## src/rtl/mc_pkg.sv

```systemverilog
// Shared types and constants for the multi-cycle MIPS-subset controller:
// state encodings, opcodes, ALU operation classes and datapath select codes.
package mc_pkg;

  typedef enum logic [3:0] {
    ST_FETCH    = 4'd0,
    ST_DECODE   = 4'd1,
    ST_EXEC_R   = 4'd2,
    ST_WB_R     = 4'd3,
    ST_EXEC_I   = 4'd4,
    ST_WB_I     = 4'd5,
    ST_MEM_ADDR = 4'd6,
    ST_MEM_RD   = 4'd7,
    ST_WB_MEM   = 4'd8,
    ST_MEM_WR   = 4'd9,
    ST_BRANCH   = 4'd10,
    ST_JUMP     = 4'd11
  } state_t;

  localparam logic [5:0] OP_RTYPE = 6'b000000;
  localparam logic [5:0] OP_ADDI  = 6'b001000;
  localparam logic [5:0] OP_SLTI  = 6'b001010;
  localparam logic [5:0] OP_LW    = 6'b100011;
  localparam logic [5:0] OP_SW    = 6'b101011;
  localparam logic [5:0] OP_BEQ   = 6'b000100;
  localparam logic [5:0] OP_BNE   = 6'b000101;
  localparam logic [5:0] OP_J     = 6'b000010;

  localparam logic [2:0] ALU_ADD   = 3'b000;
  localparam logic [2:0] ALU_SUB   = 3'b001;
  localparam logic [2:0] ALU_FUNCT = 3'b010;
  localparam logic [2:0] ALU_SLT   = 3'b011;

  localparam logic [1:0] SRCB_B       = 2'b00;
  localparam logic [1:0] SRCB_FOUR    = 2'b01;
  localparam logic [1:0] SRCB_IMM     = 2'b10;
  localparam logic [1:0] SRCB_IMM_SH2 = 2'b11;

  localparam logic [1:0] PCSRC_ALU    = 2'b00;
  localparam logic [1:0] PCSRC_ALUOUT = 2'b01;
  localparam logic [1:0] PCSRC_JUMP   = 2'b10;

  function automatic logic op_supported(input logic [5:0] op);
    case (op)
      OP_RTYPE, OP_ADDI, OP_SLTI, OP_LW, OP_SW, OP_BEQ, OP_BNE, OP_J: return 1'b1;
      default: return 1'b0;
    endcase
  endfunction

endpackage

```

## src/rtl/multicycle_ctrl_outdec.sv

```systemverilog
// Combinational decode of controller state and opcode into datapath controls.
// Everything is forced low while reset is held so no strobe escapes an abort.
module multicycle_ctrl_outdec
  import mc_pkg::*;
(
  input  logic [3:0] state,
  input  logic [5:0] op,
  input  logic       rst,
  input  logic       zero,
  input  logic       mem_ready,
  output logic       pc_write_o,
  output logic       iord_o,
  output logic       mem_read_o,
  output logic       mem_write_o,
  output logic       ir_write_o,
  output logic       reg_dst_o,
  output logic       mem_to_reg_o,
  output logic       reg_write_o,
  output logic       alu_src_a_o,
  output logic [1:0] alu_src_b_o,
  output logic [2:0] alu_op_o,
  output logic [1:0] pc_source_o,
  output logic       instr_done_o,
  output logic       illegal_o
);

  always_comb begin
    pc_write_o   = 1'b0;
    iord_o       = 1'b0;
    mem_read_o   = 1'b0;
    mem_write_o  = 1'b0;
    ir_write_o   = 1'b0;
    reg_dst_o    = 1'b0;
    mem_to_reg_o = 1'b0;
    reg_write_o  = 1'b0;
    alu_src_a_o  = 1'b0;
    alu_src_b_o  = SRCB_B;
    alu_op_o     = ALU_ADD;
    pc_source_o  = PCSRC_ALU;
    instr_done_o = 1'b0;
    illegal_o    = 1'b0;
    if (!rst) begin
      case (state)
        ST_FETCH: begin
          mem_read_o  = 1'b1;
          ir_write_o  = mem_ready;
          pc_write_o  = mem_ready;
          alu_src_b_o = SRCB_FOUR;
        end
        // ALUOut captures PC+4 + (imm << 2) as the branch target
        ST_DECODE: begin
          alu_src_b_o = SRCB_IMM_SH2;
          illegal_o   = !op_supported(op);
        end
        ST_EXEC_R: begin
          alu_src_a_o = 1'b1;
          alu_op_o    = ALU_FUNCT;
        end
        ST_WB_R: begin
          reg_dst_o    = 1'b1;
          reg_write_o  = 1'b1;
          instr_done_o = 1'b1;
        end
        ST_EXEC_I: begin
          alu_src_a_o = 1'b1;
          alu_src_b_o = SRCB_IMM;
          alu_op_o    = (op == OP_SLTI) ? ALU_SLT : ALU_ADD;
        end
        ST_WB_I: begin
          reg_write_o  = 1'b1;
          instr_done_o = 1'b1;
        end
        ST_MEM_ADDR: begin
          alu_src_a_o = 1'b1;
          alu_src_b_o = SRCB_IMM;
        end
        ST_MEM_RD: begin
          mem_read_o = 1'b1;
          iord_o     = 1'b1;
        end
        ST_WB_MEM: begin
          mem_to_reg_o = 1'b1;
          reg_write_o  = 1'b1;
          instr_done_o = 1'b1;
        end
        ST_MEM_WR: begin
          mem_write_o  = 1'b1;
          iord_o       = 1'b1;
          instr_done_o = mem_ready;
        end
        ST_BRANCH: begin
          alu_src_a_o  = 1'b1;
          alu_op_o     = ALU_SUB;
          pc_source_o  = PCSRC_ALUOUT;
          pc_write_o   = (op == OP_BNE) ? !zero : zero;
          instr_done_o = 1'b1;
        end
        ST_JUMP: begin
          pc_source_o  = PCSRC_JUMP;
          pc_write_o   = 1'b1;
          instr_done_o = 1'b1;
        end
        default: ;
      endcase
    end
  end

endmodule

```

## src/rtl/multicycle_ctrl.sv

```systemverilog
// Multi-cycle MIPS-subset sequencer: state register, held opcode and next-state logic.
//   state     | meaning
//   FETCH     | read instruction at PC, PC += 4 on mem ready
//   DECODE    | branch target into ALUOut, dispatch on opcode
//   EXEC_R    | ALU A op B (funct)
//   WB_R      | write ALUOut to rd
//   EXEC_I    | ALU A op imm (addi/slti)
//   WB_I      | write ALUOut to rt
//   MEM_ADDR  | ALU A + imm for lw/sw
//   MEM_RD    | data read at ALUOut until ready
//   WB_MEM    | write MDR to rt
//   MEM_WR    | data write at ALUOut until ready
//   BRANCH    | compare A-B, take ALUOut on beq/bne condition
//   JUMP      | load jump target
module multicycle_ctrl
  import mc_pkg::*;
(
  input  logic       clk_i,
  input  logic       rst_i,
  input  logic [5:0] instr_op_i,
  input  logic       zero_i,
  input  logic       mem_ready_i,
  output logic       pc_write_o,
  output logic       iord_o,
  output logic       mem_read_o,
  output logic       mem_write_o,
  output logic       ir_write_o,
  output logic       reg_dst_o,
  output logic       mem_to_reg_o,
  output logic       reg_write_o,
  output logic       alu_src_a_o,
  output logic [1:0] alu_src_b_o,
  output logic [2:0] alu_op_o,
  output logic [1:0] pc_source_o,
  output logic       instr_done_o,
  output logic       illegal_o,
  output logic [3:0] state_o
);

  state_t     state_q, state_d;
  logic [5:0] op_q;
  logic [5:0] op_eff;

  always_ff @(posedge clk_i) begin
    if (rst_i) begin
      state_q <= ST_FETCH;
      op_q    <= OP_RTYPE;
    end else begin
      state_q <= state_d;
      if (state_q == ST_DECODE) op_q <= instr_op_i;
    end
  end

  // The IR may be reloaded later, so only DECODE trusts instr_op_i directly
  assign op_eff = (state_q == ST_DECODE) ? instr_op_i : op_q;

  always_comb begin
    state_d = ST_FETCH;
    case (state_q)
      ST_FETCH:    state_d = mem_ready_i ? ST_DECODE : ST_FETCH;
      ST_DECODE: begin
        case (instr_op_i)
          OP_RTYPE:         state_d = ST_EXEC_R;
          OP_ADDI, OP_SLTI: state_d = ST_EXEC_I;
          OP_LW, OP_SW:     state_d = ST_MEM_ADDR;
          OP_BEQ, OP_BNE:   state_d = ST_BRANCH;
          OP_J:             state_d = ST_JUMP;
          default:          state_d = ST_FETCH;
        endcase
      end
      ST_EXEC_R:   state_d = ST_WB_R;
      ST_EXEC_I:   state_d = ST_WB_I;
      ST_MEM_ADDR: state_d = (op_q == OP_LW) ? ST_MEM_RD : ST_MEM_WR;
      ST_MEM_RD:   state_d = mem_ready_i ? ST_WB_MEM : ST_MEM_RD;
      ST_MEM_WR:   state_d = mem_ready_i ? ST_FETCH : ST_MEM_WR;
      default:     state_d = ST_FETCH;
    endcase
  end

  assign state_o = rst_i ? 4'd0 : state_q;

  multicycle_ctrl_outdec u_outdec (
    .state        (state_q),
    .op           (op_eff),
    .rst          (rst_i),
    .zero         (zero_i),
    .mem_ready    (mem_ready_i),
    .pc_write_o   (pc_write_o),
    .iord_o       (iord_o),
    .mem_read_o   (mem_read_o),
    .mem_write_o  (mem_write_o),
    .ir_write_o   (ir_write_o),
    .reg_dst_o    (reg_dst_o),
    .mem_to_reg_o (mem_to_reg_o),
    .reg_write_o  (reg_write_o),
    .alu_src_a_o  (alu_src_a_o),
    .alu_src_b_o  (alu_src_b_o),
    .alu_op_o     (alu_op_o),
    .pc_source_o  (pc_source_o),
    .instr_done_o (instr_done_o),
    .illegal_o    (illegal_o)
  );

endmodule

```

## config.mk

```make
export PLATFORM = sky130hd
export DESIGN_NAME = multicycle_ctrl
export DESIGN_NICKNAME = d
export VERILOG_FILES = /design/src/rtl/mc_pkg.sv /design/src/rtl/multicycle_ctrl_outdec.sv /design/src/rtl/multicycle_ctrl.sv
export SDC_FILE = /design/constraint.sdc
export NUM_CORES = 1
export LEC_CHECK = 0
export CAP_MARGIN = 15
export CELL_PAD_IN_SITES_DETAIL_PLACEMENT = 0
export CELL_PAD_IN_SITES_GLOBAL_PLACEMENT = 2
export CORE_ASPECT_RATIO = 0.7
export CORE_MARGIN = 5
export CORE_UTILIZATION = 25
export CTS_CLUSTER_DIAMETER = 200
export CTS_CLUSTER_SIZE = 25
export DETAILED_ROUTE_END_ITERATION = 10
export PLACE_DENSITY_LB_ADDON = 0.1
export SETUP_SLACK_MARGIN = 0.02
export SLEW_MARGIN = 5
export SYNTH_ARGS = -nofsm -noshare
export SYNTH_HDL_FRONTEND = slang
export SYNTH_SLANG_ARGS = --single-unit
```

## constraint.sdc

```tcl
create_clock -name clk_i -period 4.2 [get_ports clk_i]
set_input_delay 0.42 -clock clk_i [delete_from_list [all_inputs] [get_ports clk_i]]
set_output_delay 0.42 -clock clk_i [all_outputs]
set_load 0.02 [all_outputs]
```

==> flow_metrics.py <==
metrics = {
    "sta": {
        "maxSlewViolCount": 0,
        "hold_viol": 0,
        "setup-tns-final_ps": 0,
        "max_freq_mhz": 307,
        "setup_viol_count_final": 0,
        "maxSlewHeadroom": 0.524,
        "worstMarginPinSlew_ps": 713,
        "fin_skew_ps": 3.81,
        "post-route-period-util": 0.775,
        "whs_ps": 482,
        "grt_setup_unrepaired": "false",
        "layout_min_cycle_time_ps": 3260,
    },
    "yosys": {
        "async_flop_share": 0,
        "syn-cell-area_um2": 925,
        "synth_edf_count": 0,
        "yosys_warnings": 0,
        "synth_flop_cell": "dfxtp_1",
        "ys_seq_elements": 10,
        "synth.distinct_cells": 38,
        "syn_inst": 140,
        "avgSynthCellArea_um2": 6.60,
        "synth-seq-area-share": 0.217,
        "syn_nets": 150,
    },
    "power": {
        "finalPower_mw": 0.299,
        "power_frac_comb": 0.236,
        "worst_ir_drop_vdd_uv": 128,
        "clockPowerShare": 0.406,
        "p_sw_frac": 0.286,
        "leakagePower_nw": 0.422,
        "p_int_mw": 0.213,
        "p_seq_frac": 0.358,
        "p_sw_mw": 0.0856,
        "power_density_nw_per_um2": 230,
    },
    "die": {
        "ios": 32,
        "die_h_um": 60.9,
        "placementRows": 18,
        "chipWidth_um": 82.7,
        "core_area_um2": 3540,
        "start_util": 0.262,
        "die_area_um2": 5030,
    },
    "cts": {
        "post_cts_buffers": 0,
        "clk_pin_slew_ps": 50,
        "cts_max_path_buffers": 2,
        "worstSkewPairLatency_ps": 240,
        "tritoncts": "done",
        "cts_num_sinks": 10,
        "cts-root-buf": "clkbuf_8",
        "ctsHtreeMaxLevel": 1,
        "cts_resized": 0,
        "hold_buffers": 0,
        "numCtsBuffers": 3,
    },
    "placed_design": {
        "io_buffers": 30,
        "dp_hpwl_um": 2360,
        "place.gp.congestion": 0.797,
        "placed_area_um2": 1240,
        "placed_cells": 210,
    },
    "global_routing": {
        "grt.total_usage": 0.128,
        "grtUsageMet3": 0.0312,
        "top_usage_layer": "met1",
        "met2_usage": 0.184,
        "grt_max_degree": 22,
        "grt_pass1_vias": 1026,
        "grt_use_met1": 0.191,
        "grt_pass1_wl_um": 4940,
        "antenna_found_initial": 0,
        "overflow": 0,
    },
    "outcome": {
        "status": "finished clean",
    },
    "drt": {
        "drt_iter0_drc": 71,
        "num_vias": 1097,
        "drc": 0,
        "drtPass1Iterations": 4,
        "routedWlPerCell_um": 14.3,
        "postRouteAntennaNets": 0,
        "wl_um": 3070,
        "routed_via_density": 5.13,
    },
    "setup_path": {
        "setup.worst_path.class": "flip-flop to output pin",
        "cpPeakStageDelay_ps": 660,
        "cp.required_ps": 3780,
        "cp.arrival_ps": 2840,
        "cp_slowest_cell": "dfxtp_1",
        "crit_path_max_fanout": 18,
        "cp-end-kind": "output pin",
        "cp_num_buf_inv": 1,
        "crit_chain": "nor4b_4, mux2i_1, or3_1, o31ai_1, clkdlybuf4s50_1",
        "startpoint_type": "flip-flop",
        "crit_family": "simple AND/OR/NAND/NOR gates",
    },
    "min_path": {
        "hold_path.class": "flip-flop to flip-flop",
    },
    "final_layout": {
        "fillers": 397,
        "syn_to_final_growth_pct": 40.6,
        "multiInputGateArea_um2": 656,
        "num_antenna_cells": 0,
        "stdcell_count": 214,
        "nets": 175,
        "final_area_um2": 1300,
        "drive_above_1_share": 0.0488,
        "regArea_um2": 200,
        "final_common_cell": "clkdlybuf4s50_1",
        "final_cell_mix": "clkdlybuf4s50_1 (30), nand2_1 (16), nor2_1 (15)",
    },
    "run": {
        "maxCapViolCount": 0,
    },
}
tightest hold or removal path, cell delays in order (launching register included):
cell     delay [ps]
dfxtp_1         320
nand2_1          60
a21oi_1          50
power by group through the flow:
stage	clock [mW]	sequential (mW)	combinational, mW
finish	0.122	0.107	0.0706
global route	0.129	0.108	0.0778
detailed placement	0	0.109	0.0709
global placement	0	0.109	0.0714
CTS	0.124	0.107	0.0712
floorplan	0	0.103	0.0459
registers in the layout, indices dropped and copies added, names as in the netlist:
name and flops:
op_q 6, state_q 4
synth_stat cells, types with 4 or more instances:
master,number,area share
nor2_1,15,0.061
o21ai_0,7,0.038
clkbuf_1,7,0.028
a21oi_1,13,0.070
nor4_1,4,0.027
dfxtp_1,10,0.22
nand2b_1,4,0.027
nor3_1,11,0.060
a31oi_1,4,0.027
nand2_1,16,0.065
or3_1,5,0.034
nor2b_1,5,0.034
inv_1,5,0.020
layout make-up:
| class | count | area share |
|---|---|---|
| well taps | 50 | 0.0481 |
| inverters | 5 | 0.0144 |
| multi-input cells | 114 | 0.504 |
| repair buffers | 31 | 0.237 |
| flip-flops and latches | 10 | 0.154 |
| clock buffers | 4 | 0.0423 |
kinds of logic (layout without fill, tap and decap cells):
family	count (synthesis)	after routing	synth area share
AOI/OAI and AO/OA	35	35	0.230
buffers and inverters	16	40	0.0744
DFF	10	10	0.217
muxes	3	3	0.0325
other	1	1	0.00406
and+or+nand+nor	75	75	0.442
layer usage:
layer  vias up  part of all wire  wire length [µm]
li1        555                 -                 -
met3         4             0.044               136
met4         0            0.0075                23
met5         -                 0                 0
met1       517              0.54              1650
met2        21              0.41              1250
final timing paths:
kind	startpoint	to	slack (ps)	depth (start not counted)
setup reg to reg	state_q[2]$_SDFF_PP0_	state_q[3]$_SDFF_PP0_	2320	4
hold / removal	op_q[0]$_SDFF_PP0_	op_q[0]$_SDFF_PP0_	480	2
setup / recovery	state_q[0]$_SDFF_PP0_	alu_op_o[1]	940	5
hold reg to reg	op_q[0]$_SDFF_PP0_	op_q[0]$_SDFF_PP0_	480	2
per-stage QoR:
| stage | utilization | worst slack, ps |
|---|---|---|
| finish | 0.368 | 945 |
| detailed placement | 0.352 | 1220 |
| global placement | 0.352 | 1230 |
| global route | 0.368 | 766 |
| CTS | 0.368 | 955 |
| floorplan | - | 1990 |
Note: power is estimated with default switching activity, not from simulation.
